File: config.mk
export PLATFORM = sky130hd
export DESIGN_NAME = hex_disp_mux
export DESIGN_NICKNAME = d
export VERILOG_FILES = /design/src/rtl/hex_disp_mux.sv
export SDC_FILE = /design/constraint.sdc
export NUM_CORES = 1
export LEC_CHECK = 0
export ABC_CLOCK_PERIOD_IN_PS = 2400
export CAP_MARGIN = 40
export CORE_MARGIN = 4
export CORE_UTILIZATION = 54
export CTS_BUF_LIST = sky130_fd_sc_hd__clkbuf_4 sky130_fd_sc_hd__clkbuf_8
export CTS_CLUSTER_SIZE = 28
export DETAILED_ROUTE_END_ITERATION = 8
export PLACE_DENSITY_LB_ADDON = 0.05
export SETUP_SLACK_MARGIN = 0.05
export SLEW_MARGIN = 10
export SYNTH_ARGS = -nofsm -noshare
export SYNTH_HDL_FRONTEND = slang
export SYNTH_SLANG_ARGS = --single-unit
File: constraint.sdc
create_clock -name clk -period 2.4 [get_ports clk]
set_input_delay 0.48 -clock clk [delete_from_list [all_inputs] [get_ports clk]]
set_output_delay 0.48 -clock clk [all_outputs]
set_load 0.05 [all_outputs]
File: src/rtl/hex_disp_mux.sv
// -----------------------------------------------------------------------------
// hex_disp_mux
//
// Time-multiplexed driver for a common-anode 4-digit seven-segment display.
// It sits downstream of the 4-digit hex sequence counter. A free-running refresh
// counter picks one digit slot at a time. All four digits are captured together
// once per full scan, so a single scan never mixes old and new count values.
// While the counter reports "paused", the whole display blinks.
//
// Ports:
//   clk        in   1  system clock, all state on rising edge
//   reset      in   1  asynchronous, active-high; clears all state
//   hex0..hex3 in   4  count digits, hex0 least significant
//   pause_clk  in   1  counter-paused flag; high enables blinking
//   an         out  4  anode enables, active-low; an[k] selects digit k
//   seg        out  7  segments, active-low, {g,f,e,d,c,b,a}
//   dp         out  1  decimal point, active-low; always off (1)
//
// Parameters:
//   REFRESH_BITS  width of the refresh counter; each slot lasts
//                 2^(REFRESH_BITS-2) cycles (minimum 3)
//   BLINK_BITS    width of the blink counter; blink period 2^BLINK_BITS
//                 cycles, 50% duty (minimum 2)
//
// Optional feature (compile-time macro LEADING_ZERO_BLANK_EN):
//   When defined, leading zero digits of the captured snapshot are blanked.
//   Digit 0 is never blanked. When undefined, every digit is shown.
// -----------------------------------------------------------------------------
module hex_disp_mux #(
  parameter int REFRESH_BITS = 18,
  parameter int BLINK_BITS   = 26
) (
  input  logic       clk,
  input  logic       reset,
  input  logic [3:0] hex0,
  input  logic [3:0] hex1,
  input  logic [3:0] hex2,
  input  logic [3:0] hex3,
  input  logic       pause_clk,
  output logic [3:0] an,
  output logic [6:0] seg,
  output logic       dp
);

  generate
    if (REFRESH_BITS < 3) begin : g_bad_refresh
      $error("hex_disp_mux: REFRESH_BITS must be at least 3");
    end
    if (BLINK_BITS < 2) begin : g_bad_blink
      $error("hex_disp_mux: BLINK_BITS must be at least 2");
    end
  endgenerate

  localparam logic [REFRESH_BITS-1:0] Q_ONE = REFRESH_BITS'(1);
  localparam logic [BLINK_BITS-1:0]   B_ONE = BLINK_BITS'(1);

  // State registers and their next-state values
  logic [REFRESH_BITS-1:0] q_q,    q_d;
  logic [BLINK_BITS-1:0]   b_q,    b_d;
  logic [15:0]             snap_q, snap_d;
  logic [3:0]              an_q,   an_d;
  logic [6:0]              seg_q,  seg_d;

  // Combinational helpers
  logic [1:0] sel;
  logic [3:0] digit;
  logic [3:0] an_dec;
  logic [6:0] seg_dec;
  logic       lz_blank;
  logic       blink_blank;

  // Slot select comes from the top two bits of the refresh counter.
  assign sel = q_q[REFRESH_BITS-1 -: 2];

  // ---------------------------------------------------------------------------
  // State register
  // ---------------------------------------------------------------------------
  always_ff @(posedge clk or posedge reset) begin
    if (reset) begin
      q_q    <= '0;
      b_q    <= '0;
      snap_q <= 16'h0000;
      an_q   <= 4'b1111;
      seg_q  <= 7'b1111111;
    end else begin
      q_q    <= q_d;
      b_q    <= b_d;
      snap_q <= snap_d;
      an_q   <= an_d;
      seg_q  <= seg_d;
    end
  end

  // ---------------------------------------------------------------------------
  // Counters and snapshot
  // ---------------------------------------------------------------------------
  always_comb begin
    q_d = q_q + Q_ONE;

    // Capture on the last cycle of a scan, so the next scan (starting at
    // sel=0) shows one consistent set of digits.
    snap_d = snap_q;
    if (&q_q) begin
      snap_d = {hex3, hex2, hex1, hex0};
    end

    // The blink counter only runs while paused; releasing pause restarts the
    // blink phase from the visible half.
    if (pause_clk) begin
      b_d = b_q + B_ONE;
    end else begin
      b_d = '0;
    end
  end

  // ---------------------------------------------------------------------------
  // Digit select and decode
  // ---------------------------------------------------------------------------
  always_comb begin
    digit  = snap_q[3:0];
    an_dec = 4'b1110;
    case (sel)
      2'd0: begin digit = snap_q[3:0];   an_dec = 4'b1110; end
      2'd1: begin digit = snap_q[7:4];   an_dec = 4'b1101; end
      2'd2: begin digit = snap_q[11:8];  an_dec = 4'b1011; end
      2'd3: begin digit = snap_q[15:12]; an_dec = 4'b0111; end
      default: begin digit = snap_q[3:0]; an_dec = 4'b1110; end
    endcase
  end

  always_comb begin
    seg_dec = 7'b1111111;
    case (digit)
      4'h0: seg_dec = 7'b1000000;
      4'h1: seg_dec = 7'b1111001;
      4'h2: seg_dec = 7'b0100100;
      4'h3: seg_dec = 7'b0110000;
      4'h4: seg_dec = 7'b0011001;
      4'h5: seg_dec = 7'b0010010;
      4'h6: seg_dec = 7'b0000010;
      4'h7: seg_dec = 7'b1111000;
      4'h8: seg_dec = 7'b0000000;
      4'h9: seg_dec = 7'b0010000;
      4'hA: seg_dec = 7'b0001000;
      4'hB: seg_dec = 7'b0000011;
      4'hC: seg_dec = 7'b1000110;
      4'hD: seg_dec = 7'b0100001;
      4'hE: seg_dec = 7'b0000110;
      4'hF: seg_dec = 7'b0001110;
      default: seg_dec = 7'b1111111;
    endcase
  end

  // Leading-zero blanking looks at the snapshot, never at the live inputs.
`ifdef LEADING_ZERO_BLANK_EN
  always_comb begin
    lz_blank = 1'b0;
    case (sel)
      2'd3: lz_blank = (snap_q[15:12] == 4'h0);
      2'd2: lz_blank = (snap_q[15:8]  == 8'h00);
      2'd1: lz_blank = (snap_q[15:4]  == 12'h000);
      default: lz_blank = 1'b0;
    endcase
  end
`else
  assign lz_blank = 1'b0;
`endif

  // Blank during the upper half of the blink period, only while paused, so
  // dropping pause restores the display on the very next edge.
  assign blink_blank = pause_clk & b_q[BLINK_BITS-1];

  // ---------------------------------------------------------------------------
  // Registered outputs (one cycle behind sel/snapshot)
  // ---------------------------------------------------------------------------
  always_comb begin
    an_d  = an_dec;
    seg_d = seg_dec;
    if (blink_blank || lz_blank) begin
      an_d  = 4'b1111;
      seg_d = 7'b1111111;
    end
  end

  assign an  = an_q;
  assign seg = seg_q;
  assign dp  = 1'b1;

endmodule

==> results of run 1 <==
-- metal layers --
layer	GRT usage [%]	wire (um)	up-vias
met1	24.44	2851	1080
met4	7.649	115	0
met5	0	0	-
met2	25.88	2619	34
met3	5.133	228	11
li1	-	-	1089
-- synth_stat cells, drive strengths merged (7+ instances only) --
cell	count	area share, %
nand4	10	1.9
nand3	14	2.5
buf	7	1.3
xor2	15	3.9
xnor2	13	3.4
a21oi	7	1.0
ha	8	3.0
dfrtp	60	45
or3	8	1.5
mux2	18	6.0
nor2	19	2.1
dfstp	11	8.6
inv	12	1.3
nand2b	8	1.5
nand2	19	2.1
-- cells by family (layout without fill, tap and decap cells) --
family / after synthesis / after routing
and+or+nand+nor: 100 / 100
DFF: 71 / 71
AOI/OAI and AO/OA: 30 / 30
xor gates and xnor gates: 28 / 28
muxes: 26 / 26
buffers and inverters: 24 / 62
adders and majority gates: 8 / 8
other: 1 / 1
-- metrics by stage --
step	setup slack (ns)	instances	util (%)	area, um2	hold WS [ns]
after floorplan	0.1416	288	-	3352	0.4248
after global placement	0.3678	385	62.46	3720	0.4475
after detailed placement	0.3154	385	62.46	3720	0.4522
after CTS	0.2346	401	65.44	3897	0.4074
after global routing	0.1887	401	65.44	3897	0.4339
final	0.2602	401	65.44	3897	0.4146
-- cells in the final DEF (no fill, tap or decap), types with 2 or more instances in the layout --
| cell | n |
|---|---|
| dfrtp_1 | 60 |
| clkdlybuf4s50_1 | 29 |
| nand2_1 | 19 |
| nor2_1 | 19 |
| mux2_2 | 18 |
| xor2_1 | 15 |
| xnor2_1 | 13 |
| nand3_1 | 13 |
| inv_1 | 11 |
| dfstp_2 | 11 |
| nand4_1 | 10 |
| clkbuf_8 | 10 |
| or3_1 | 8 |
| nand2b_1 | 8 |
| ha_1 | 8 |
| a21oi_1 | 7 |
| o21ai_0 | 6 |
| and4_1 | 5 |
| mux4_2 | 5 |
| o311ai_0 | 5 |
| o41ai_1 | 5 |
| nor3_1 | 4 |
| nor4_1 | 4 |
| clkbuf_4 | 4 |
| mux2i_1 | 3 |
| buf_4 | 3 |
| or2_2 | 2 |
| and2_1 | 2 |
| o211ai_1 | 2 |
| o221ai_1 | 2 |
| clkinv_2 | 2 |
-- worst reg2reg max path, cell delays in order, from the launching register on --
cell	delay, ns
dfrtp_1	0.49
mux4_2	0.63
inv_1	0.14
ha_1	0.15
inv_1	0.05
mux4_2	0.43
nand2b_1	0.15
-- final cells by class --
type | count | area (um2) | area share (%)
inverters | 13 | 48.80 | 1.252
clock inverters | 2 | 10.01 | 0.2568
clock buffers | 14 | 167.7 | 4.302
multi-input cells | 193 | 1454 | 37.30
well taps | 75 | 93.84 | 2.408
repair buffers | 33 | 332.8 | 8.539
flip-flops and latches | 71 | 1790 | 45.94
-- registers in the layout, indices dropped and copies added (netlist names) --
signal  flops
b_q        26
snap_q     16
q_q        18
seg         7
an          4
-- worst min-delay path by stage --
stage / endpoint / slack, ns / depth (start not counted)
final: b_q[6] / 0.41 / 2
after global routing: b_q[6] / 0.43 / 2
after CTS: b_q[6] / 0.41 / 2
after detailed placement: b_q[0] / 0.45 / 1
after global placement: b_q[0] / 0.45 / 1
after floorplan: b_q[0] / 0.42 / 1
-- power by group --
part / leakage, nW / switching [mW] / internal, mW
Clock: 0.0981 / 0.407 / 0.447
Combinational: 0.656 / 0.0421 / 0.0353
Sequential: 0.936 / 0.00333 / 1.20
Total: 1.69 / 0.452 / 1.68
==> metrics.md, run 1 <==
| Metric | Value |
|---|---|
| Global-route wire length before repair | 10310 um |
| Number of nets in the layout | 348 |
| Number of DRC violations after detailed-routing iteration 0 | 106 |
| Warnings from Yosys | 0 |
| Number of buffers added by the clock tree synthesis step | 9 |
| Sum of internal, switching and leakage power | 2.136 mW |
| FILL cells | 482 |
| Register bit count reported by yosys | 71 |
| Reg-to-reg endpoint | seg[3] |
| Port buffer count | 29 |
| Remaining number of nets flagged by the antenna check after routing | 0 |
| Router iterations before antenna repair | 4 |
| Path class of the lowest-slack min-delay path | primary input to async pin |
| Count of boundary I/O pins | 31 |
| Mux share of post-synthesis cell area | 10.30% |
| Launch point of the worst path | seg[4] |
| Ratio of cells with drive above 1 in the final layout | 18.40% |
| Capturing element type of the critical path | output port |
| Cell leakage power | 1.689 nW |
| Cell chain of the critical path | clkdlybuf4s50_1 |
| Worst path arrival time | 1.66 ns |
| Routed wire per std cell | 14.50 um |
| CP top delay family | buffers and inverters |
| Final TNS setup | 0 ns |
| Net count of the mapped netlist | 315 |
| Critical-path maximum fanout | 1 |
| Pwr/cell area | 548.1 nW/um2 |
| Data required time at the worst endpoint | 1.92 ns |
| Post-layout min period | 2.140 ns |
| Number of buffers and inverters on the critical path | 1 |
| Worst reg2reg startpoint | q_q[16] |
| Clock tree from TritonCTS | built |
| Transition time at the pin with the least slew margin | 0.5208 ns |
| Maximum level of the CTS H-tree | 3 |
| Global-route usage over all layers | 17.66% |
| GPL Wtd Cong | 0.7301 |
| Post-synth EDFFs | 0 |
| Setup slack of the most critical reg-to-reg path | 0.29 ns |
| Setup repair after global routing missed its margin | no |
| Netlist cell types | 41 |
| Wirelength, routed | 5815 um |
| Final HPWL from detailed placement | 4024 um |
| Highest Clock Rate | 467.3 MHz |
| Main synth FF type | dfrtp_1 |
| Worst relative slew slack | 65.17% |
| Largest net degree at the start of global routing | 59 |
| Clock latency of the later-clocked register in the worst-skew pair | 0.34 ns |
| Result of the run | finished, final reports clean |
| Proportion of register bits with asynchronous set or reset after synthesis | 100.0% |
| Kind of critical path | flop to output port |
| Area of the core | 5956 um2 |
| Vias in the first global route | 2216 |
| Adder-cell share of the synthesized area | 2.986% |
| CP max stage delay | 0.81 ns |
| Fin Clk Skew | 0.006018 ns |
| Worst setup path endpoint | seg[4] |
| Tcrit/Tclk final | 89.16% |
| Number of cells upsized or downsized after cts | 0 |
| Number of instances in the synthesized netlist | 288 |
| Cts hold-fix bufs | 0 |
| Area share of and/or/nand/nor cells after synthesis | 16.54% |
| Drt drc | 0 |
| Antenna violations before repair | 0 |
| Final hold viol count | 0 |
| Share of the yosys chip area belonging to registers | 53.42% |
| Average footprint of a synthesized cell | 11.64 um2 |
| CTS clk-pin slew, worst paths | 0.07 ns |
| Worst ir drop on vdd | 0.0003534 V |
| Per-cell via count in the routed design | 5.521 |
| Die area | 7532 um2 |
| Netlist area before placement | 3352 um2 |
| Post-CTS Setup Bufs | 0 |
| Initial core utilization | 56.28% |
| Die Span Y | 86.79 um |
| Syn-to-layout area delta | 16.27% |
| CTS Sinks | 71 |
| Share of the synthesized netlist area taken by xor and xnor gates | 7.316% |
| Logic depth of the worst register-to-register path | 6 |
| Total number of placement rows | 28 |
| Clock root buffer master | clkbuf_8 |
| Grt ovf | 0 |
| Startpoint types | flop |
| Diode count | 0 |
| Levels on crit path | 1 |
| Chip Width | 86.79 um |
| Maximum clock insertion buffer count | 2 |
| Via total after detailed routing | 2214 |
| Number of pins exceeding their max-slew limit in the final report | 0 |
| Count of maximum capacitance violations | 0 |
| Final setup viols | 0 |
| Share of the synthesized area in compound gates (AO/OA/AOI/OAI) | 6.122% |
| Critical-path cell with the highest stage delay | clkdlybuf4s50_1 |
| Combinational family with the most area after synthesis | simple AND/OR/NAND/NOR gates |
No activity file was read; power rests on OpenSTA's default activity.
==> inputs of run 2 (changes only) <==
Settings changed: SLEW_MARGIN 10 to 20.
==> results of run 2 <==
The final DEF is identical to that of run 1; final timing and power are the same.
